$ cat src/rtl/piece_drop_controller_if.sv
// rtl/piece_drop_controller_if.sv - probe/lock handshake between the piece controller and the board
interface piece_drop_controller_if;
    logic       probe_valid;
    logic [9:0] probe_x [4];
    logic [9:0] probe_y [4];
    logic       probe_ack;
    logic       probe_hit;
    logic       lock_valid;
    logic       lock_ack;

    modport master (
        output probe_valid,
        output probe_x,
        output probe_y,
        output lock_valid,
        input  probe_ack,
        input  probe_hit,
        input  lock_ack
    );

    modport slave (
        input  probe_valid,
        input  probe_x,
        input  probe_y,
        input  lock_valid,
        output probe_ack,
        output probe_hit,
        output lock_ack
    );
endinterface

$ cat src/rtl/piece_drop_controller.sv
// rtl/piece_drop_controller.sv - spawns, drops and locks one falling piece at a time
module piece_drop_controller #(
    parameter int CELL        = 24,
    parameter int Y_MAX       = 456,
    parameter int DROP_FRAMES = 30,
    parameter int FAST_FRAMES = 3
) (
    input  logic       Clk,
    input  logic       Reset,
    input  logic       start,
    input  logic       frame_tick,
    input  logic       fast_drop,
    input  logic [9:0] gen_x [4],
    input  logic [9:0] gen_y [4],
    input  logic [6:0] gen_shape,
    output logic       newShape,
    output logic [9:0] sq_x [4],
    output logic [9:0] sq_y [4],
    output logic [6:0] shape,
    output logic       game_over,
    piece_drop_controller_if.master board
);

    localparam logic [2:0] S_IDLE        = 3'd0;
    localparam logic [2:0] S_SPAWN       = 3'd1;
    localparam logic [2:0] S_LOAD        = 3'd2;
    localparam logic [2:0] S_PROBE_SPAWN = 3'd3;
    localparam logic [2:0] S_FALL        = 3'd4;
    localparam logic [2:0] S_PROBE_DROP  = 3'd5;
    localparam logic [2:0] S_LOCK        = 3'd6;
    localparam logic [2:0] S_GAME_OVER   = 3'd7;

    localparam int MAX_FRAMES = (DROP_FRAMES > FAST_FRAMES) ? DROP_FRAMES : FAST_FRAMES;
    localparam int CW         = $clog2(MAX_FRAMES + 1);

    logic [2:0]    state;
    logic [CW-1:0] frame_cnt;
    logic [31:0]   cnt_next;
    logic [31:0]   threshold;
    logic          step_due;
    logic          at_bottom;
    logic [9:0]    drop_y [4];
    logic          probe_done;

    assign newShape         = (state == S_SPAWN);
    assign game_over        = (state == S_GAME_OVER);
    assign board.lock_valid = (state == S_LOCK);
    assign probe_done       = board.probe_valid && board.probe_ack;

    // Threshold is sampled per tick, so a mid-count speed change keeps the count.
    assign cnt_next  = 32'(frame_cnt) + 32'd1;
    assign threshold = fast_drop ? 32'(FAST_FRAMES) : 32'(DROP_FRAMES);
    assign step_due  = (cnt_next >= threshold);

    // Bottom check at 11 bits so a y near 1023 cannot wrap into a legal value.
    always_comb begin
        at_bottom = 1'b0;
        for (int i = 0; i < 4; i++) begin
            drop_y[i] = sq_y[i] + 10'(CELL);
            if (({1'b0, sq_y[i]} + 11'(CELL)) > 11'(Y_MAX))
                at_bottom = 1'b1;
        end
    end

    always_ff @(posedge Clk or negedge Reset) begin
        if (!Reset) begin
            state             <= S_IDLE;
            frame_cnt         <= '0;
            shape             <= '0;
            board.probe_valid <= 1'b0;
            for (int i = 0; i < 4; i++) begin
                sq_x[i]          <= '0;
                sq_y[i]          <= '0;
                board.probe_x[i] <= '0;
                board.probe_y[i] <= '0;
            end
        end else begin
            case (state)
                S_IDLE: begin
                    if (start)
                        state <= S_SPAWN;
                end

                // The generator advances on this edge, so its current squares are taken now.
                S_SPAWN: begin
                    for (int i = 0; i < 4; i++) begin
                        sq_x[i] <= gen_x[i];
                        sq_y[i] <= gen_y[i];
                    end
                    state <= S_LOAD;
                end

                S_LOAD: begin
                    shape             <= gen_shape;
                    board.probe_valid <= 1'b1;
                    for (int i = 0; i < 4; i++) begin
                        board.probe_x[i] <= sq_x[i];
                        board.probe_y[i] <= sq_y[i];
                    end
                    state <= S_PROBE_SPAWN;
                end

                S_PROBE_SPAWN: begin
                    if (probe_done) begin
                        board.probe_valid <= 1'b0;
                        frame_cnt         <= '0;
                        state             <= board.probe_hit ? S_GAME_OVER : S_FALL;
                    end
                end

                S_FALL: begin
                    if (frame_tick) begin
                        if (step_due) begin
                            frame_cnt <= '0;
                            if (at_bottom) begin
                                state <= S_LOCK;
                            end else begin
                                board.probe_valid <= 1'b1;
                                for (int i = 0; i < 4; i++) begin
                                    board.probe_x[i] <= sq_x[i];
                                    board.probe_y[i] <= drop_y[i];
                                end
                                state <= S_PROBE_DROP;
                            end
                        end else begin
                            frame_cnt <= frame_cnt + 1'b1;
                        end
                    end
                end

                S_PROBE_DROP: begin
                    if (probe_done) begin
                        board.probe_valid <= 1'b0;
                        if (board.probe_hit) begin
                            state <= S_LOCK;
                        end else begin
                            for (int i = 0; i < 4; i++)
                                sq_y[i] <= drop_y[i];
                            state <= S_FALL;
                        end
                    end
                end

                S_LOCK: begin
                    if (board.lock_ack)
                        state <= S_SPAWN;
                end

                S_GAME_OVER: begin
                    if (start) begin
                        shape <= '0;
                        for (int i = 0; i < 4; i++) begin
                            sq_x[i] <= '0;
                            sq_y[i] <= '0;
                        end
                        state <= S_SPAWN;
                    end
                end

                default: state <= S_IDLE;
            endcase
        end
    end

endmodule

$ cat src/flat_wrapper.sv
// flat-port wrapper written by rule: the top's interface ports become plain ports
module piece_drop_controller_flat 
#(
    parameter int CELL        = 24,
    parameter int Y_MAX       = 456,
    parameter int DROP_FRAMES = 30,
    parameter int FAST_FRAMES = 3
)
  (Clk, Reset, start, frame_tick, fast_drop, gen_x, gen_y, gen_shape, newShape, sq_x, sq_y, shape, game_over, board_probe_valid, board_probe_x, board_probe_y, board_lock_valid, board_probe_ack, board_probe_hit, board_lock_ack);
  piece_drop_controller_if board_i ();
  input  logic Clk;
  input  logic Reset;
  input  logic start;
  input  logic frame_tick;
  input  logic fast_drop;
  input  logic [9:0] gen_x[4];
  input  logic [9:0] gen_y[4];
  input  logic [6:0] gen_shape;
  output logic newShape;
  output logic [9:0] sq_x[4];
  output logic [9:0] sq_y[4];
  output logic [6:0] shape;
  output logic game_over;
  output wire logic [$bits(board_i.probe_valid)-1:0] board_probe_valid;
  output wire logic [$bits(board_i.probe_x)-1:0] board_probe_x;
  output wire logic [$bits(board_i.probe_y)-1:0] board_probe_y;
  output wire logic [$bits(board_i.lock_valid)-1:0] board_lock_valid;
  input wire logic [$bits(board_i.probe_ack)-1:0] board_probe_ack;
  input wire logic [$bits(board_i.probe_hit)-1:0] board_probe_hit;
  input wire logic [$bits(board_i.lock_ack)-1:0] board_lock_ack;
  assign board_probe_valid = board_i.probe_valid;
  assign board_probe_x = {>>{board_i.probe_x}};
  assign board_probe_y = {>>{board_i.probe_y}};
  assign board_lock_valid = board_i.lock_valid;
  assign board_i.probe_ack = board_probe_ack;
  assign board_i.probe_hit = board_probe_hit;
  assign board_i.lock_ack = board_lock_ack;
  piece_drop_controller #(.CELL(CELL), .Y_MAX(Y_MAX), .DROP_FRAMES(DROP_FRAMES), .FAST_FRAMES(FAST_FRAMES)) u_core (.Clk(Clk), .Reset(Reset), .start(start), .frame_tick(frame_tick), .fast_drop(fast_drop), .gen_x(gen_x), .gen_y(gen_y), .gen_shape(gen_shape), .newShape(newShape), .sq_x(sq_x), .sq_y(sq_y), .shape(shape), .game_over(game_over), .board(board_i));
endmodule
$ cat config.mk
export PLATFORM = sky130hd
export DESIGN_NAME = piece_drop_controller_flat
export DESIGN_NICKNAME = d
export VERILOG_FILES = /design/src/rtl/piece_drop_controller_if.sv /design/src/rtl/piece_drop_controller.sv /design/src/flat_wrapper.sv
export SDC_FILE = /design/constraint.sdc
export NUM_CORES = 1
export LEC_CHECK = 0
export CORE_MARGIN = 2
export CORE_UTILIZATION = 50
export DETAILED_ROUTE_END_ITERATION = 16
export GPL_ROUTABILITY_DRIVEN = 0
export GPL_TIMING_DRIVEN = 0
export HOLD_SLACK_MARGIN = 0.06
export PLACE_DENSITY = 0.95
export SYNTH_ARGS = -nofsm -noshare
export SYNTH_HDL_FRONTEND = slang
export SYNTH_SLANG_ARGS = --single-unit
$ cat constraint.sdc
create_clock -name Clk -period 7.66 [get_ports Clk]
set_input_delay 1.532 -clock Clk [delete_from_list [all_inputs] [get_ports Clk]]
set_output_delay 1.532 -clock Clk [all_outputs]
set_load 0.1 [all_outputs]
==> run metrics <==
grt total ovfl 0; vias in the first global route ~7.7k; final setup fails 0; row count 46; Mapped Area just over 8000 um^2; initial core utilization between 50% and 60%; core box area roughly 16,000 um^2; # DRC 0; Setup CP Type reg2out; Clock H-tree levels 4; fin crit period roughly 6 ns; clk buf depth 2; Slew @ Worst Pin between 1 and 1.5 ns; Fin Clk Skew approximately 0.011 ns; largest net degree at the start of global routing 99; Die Width 132 um; Slew HR around 24%; setup TNS 0 ns; syn_nets roughly 840; Post-synth EDFFs 0; fin nets between 1k and 1.5k; Critical path destination newShape; largest family of logic cells by synthesized area compound AO/OA/AOI/OAI gates; HPWL Detailed ~20 mm; total CTS buffers 17; CP Launch Type flop; DIE AREA approximately 18,000 um^2; max-slew violations 0; RSZ-0062 raised after global routing false; drt initial violations 751; area leader, netlist dfrtp_1; CTS root buf clkbuf_16; share of cells above drive strength 1 under 10%; Reg2Reg Depth 12; n_diodes 0; initial antenna violation count 0; Ports around 270; Synth cell types 60; IO Port Bufs ~270; xor-xnor portion of the synthesized cell area between 2 and 2.5%; top-count cell post-synth dfrtp_1; critical path arrival 4.33 ns; status completed; post-CTS setup buffer count 0; FF+latch count, synth roughly 180; HP Class reg2reg; Primary FF master, synth dfrtp_1; GRT Total Usage a little under a third; fraction of the mapped netlist area in adder cells around 2.0%; Synth top area share 53.4%; top post-synthesis cells by area dfrtp_1 53%, a22o_1 5.6%, mux2_2 5.1%, a221o_1 4.7%, nand2_1 2.3%; DRT antenna net count 0; fmax ~170 MHz; Seq/Total Area, Yosys 53.4%; Multi-input gate area approximately 3500 um^2; Synth top cells by count 176 x dfrtp_1, 53 x a22o_1, 51 x nand2_1; crit end category output port; Tcrit/Tclk final about three quarters; Reg-to-Reg Start u_core.sq_y[13]; mux cell area share after synthesis 7.42%; final WL 27.6 mm; sequential cell area 4400 um^2; Setup WS post-layout about 1.8 ns; post_cts resized 0; Req. time, crit path just over 6 ns; Hold Vio Cnt, Final 0; Ys Warns 0; FILL cells 1,103; WL/cell 22.2 um; DR vias 7,641; post-synthesis compound-gate area fraction between 15 and 20%; Area growth syn-to-layout 42.9%; Critical Path Fanout Max 10; clk sink count roughly 180; first-pass GRT wire length between 40 and 50 mm; average size of a mapped cell 11.3 um^2; DR pass1 iterations 6; pre-CTS WS approximately 2.3 ns; Die Y 132 um; clock tree from TritonCTS yes; Post-Synth Simple-Gate Area a little under an eighth; drt via density roughly 6.2; Max-Cap Viols 0; ys async rst share 100%; clock-pin slew on the worst setup and hold paths 0.07 ns; synthesized instance count between 700 and 800; worst-skew pair later-pin latency about 0.43 ns; flop-to-flop setup slack 3.87 ns; FF-to-FF End u_core.board.probe_y[0]; hold_buf cts 0; Worst Setup SP u_core.state[1]
-- cells in the final DEF (no fill, tap or decap), types with 8 or more instances in the layout --
master,n
clkdlybuf4s50_1,264
dfrtp_1,176
a22o_1,53
nand2_1,51
clkbuf_1,39
a221o_1,39
o21ai_0,38
mux2_2,37
nor3_1,31
nor2_1,28
a21oi_1,23
inv_1,19
clkbuf_16,17
xnor2_1,16
mux2_1,16
ha_1,13
buf_2,12
and3_1,11
nand2b_1,11
o211ai_1,8
nor2b_1,8
-- kinds of logic after synthesis --
family          Yosys count
compound gates          211
simple gates            180
flops                   176
buf+inv                  72
mux                      54
xor+xnor                 21
fa+ha+maj                13
-- routing by layer --
metal | global-route usage [%] | wire length [um]
met2 | 52.7 | 13500
met5 | 0 | 0
met3 | 9.92 | 2900
met1 | 38.7 | 10100
met4 | 14.3 | 1090
-- worst min path at each step --
stage	start	end	slack, ns	cells past startpoint
final	u_core.board.probe_x[19]	u_core.board.probe_x[19]	0.49	1
after global routing	u_core.board.probe_y[12]	u_core.board.probe_y[12]	0.51	1
after CTS	u_core.board.probe_y[11]	u_core.board.probe_y[11]	0.50	1
after detailed placement	u_core.board.probe_x[39]	u_core.board.probe_x[39]	0.48	1
after global placement	u_core.board.probe_y[32]	u_core.board.probe_y[32]	0.47	1
after floorplan	u_core.frame_cnt[4]	u_core.frame_cnt[4]	0.51	1
-- flip-flops by register name, indices dropped and copies added (netlist names) --
name,flops
u_core.board.probe_x,40
u_core.sq_y,40
u_core.board.probe_valid,1
u_core.board.probe_y,40
u_core.frame_cnt,5
u_core.state,3
u_core.sq_x,40
u_core.shape,7
-- through the flow --
| step | utilization, % | instance area (um^2) | hold slack [ns] | cells |
|---|---|---|---|---|
| floorplan | - | 8240 | 0.511 | 727 |
| global placement | 69.8 | 11200 | 0.473 | 1208 |
| detailed placement | 70.0 | 11200 | 0.480 | 1209 |
| CTS | 73.6 | 11800 | 0.497 | 1241 |
| global route | 73.6 | 11800 | 0.512 | 1241 |
| finish | 73.6 | 11800 | 0.492 | 1241 |
-- critical path, stage by stage (launching register included) --
cell and delay [ns]:
dfrtp_1 0.36, clkbuf_1 0.21, clkbuf_1 0.29, clkbuf_1 0.35
nor3_1 0.94, clkbuf_1 0.51, clkdlybuf4s50_1 1.24
-- layout make-up --
class,instances,area share (%)
flip-flops and latches,176,37.4
multi-input cells,479,29.9
repair buffers,266,22.8
clock buffers,19,3.67
well taps,216,2.29
plain buffers,53,2.04
clock inverters,13,1.28
inverters,19,0.605
Power is left out: the tool's default activity adds up to more than one toggle a clock period on the data nets, which glitch-free logic cannot reach.
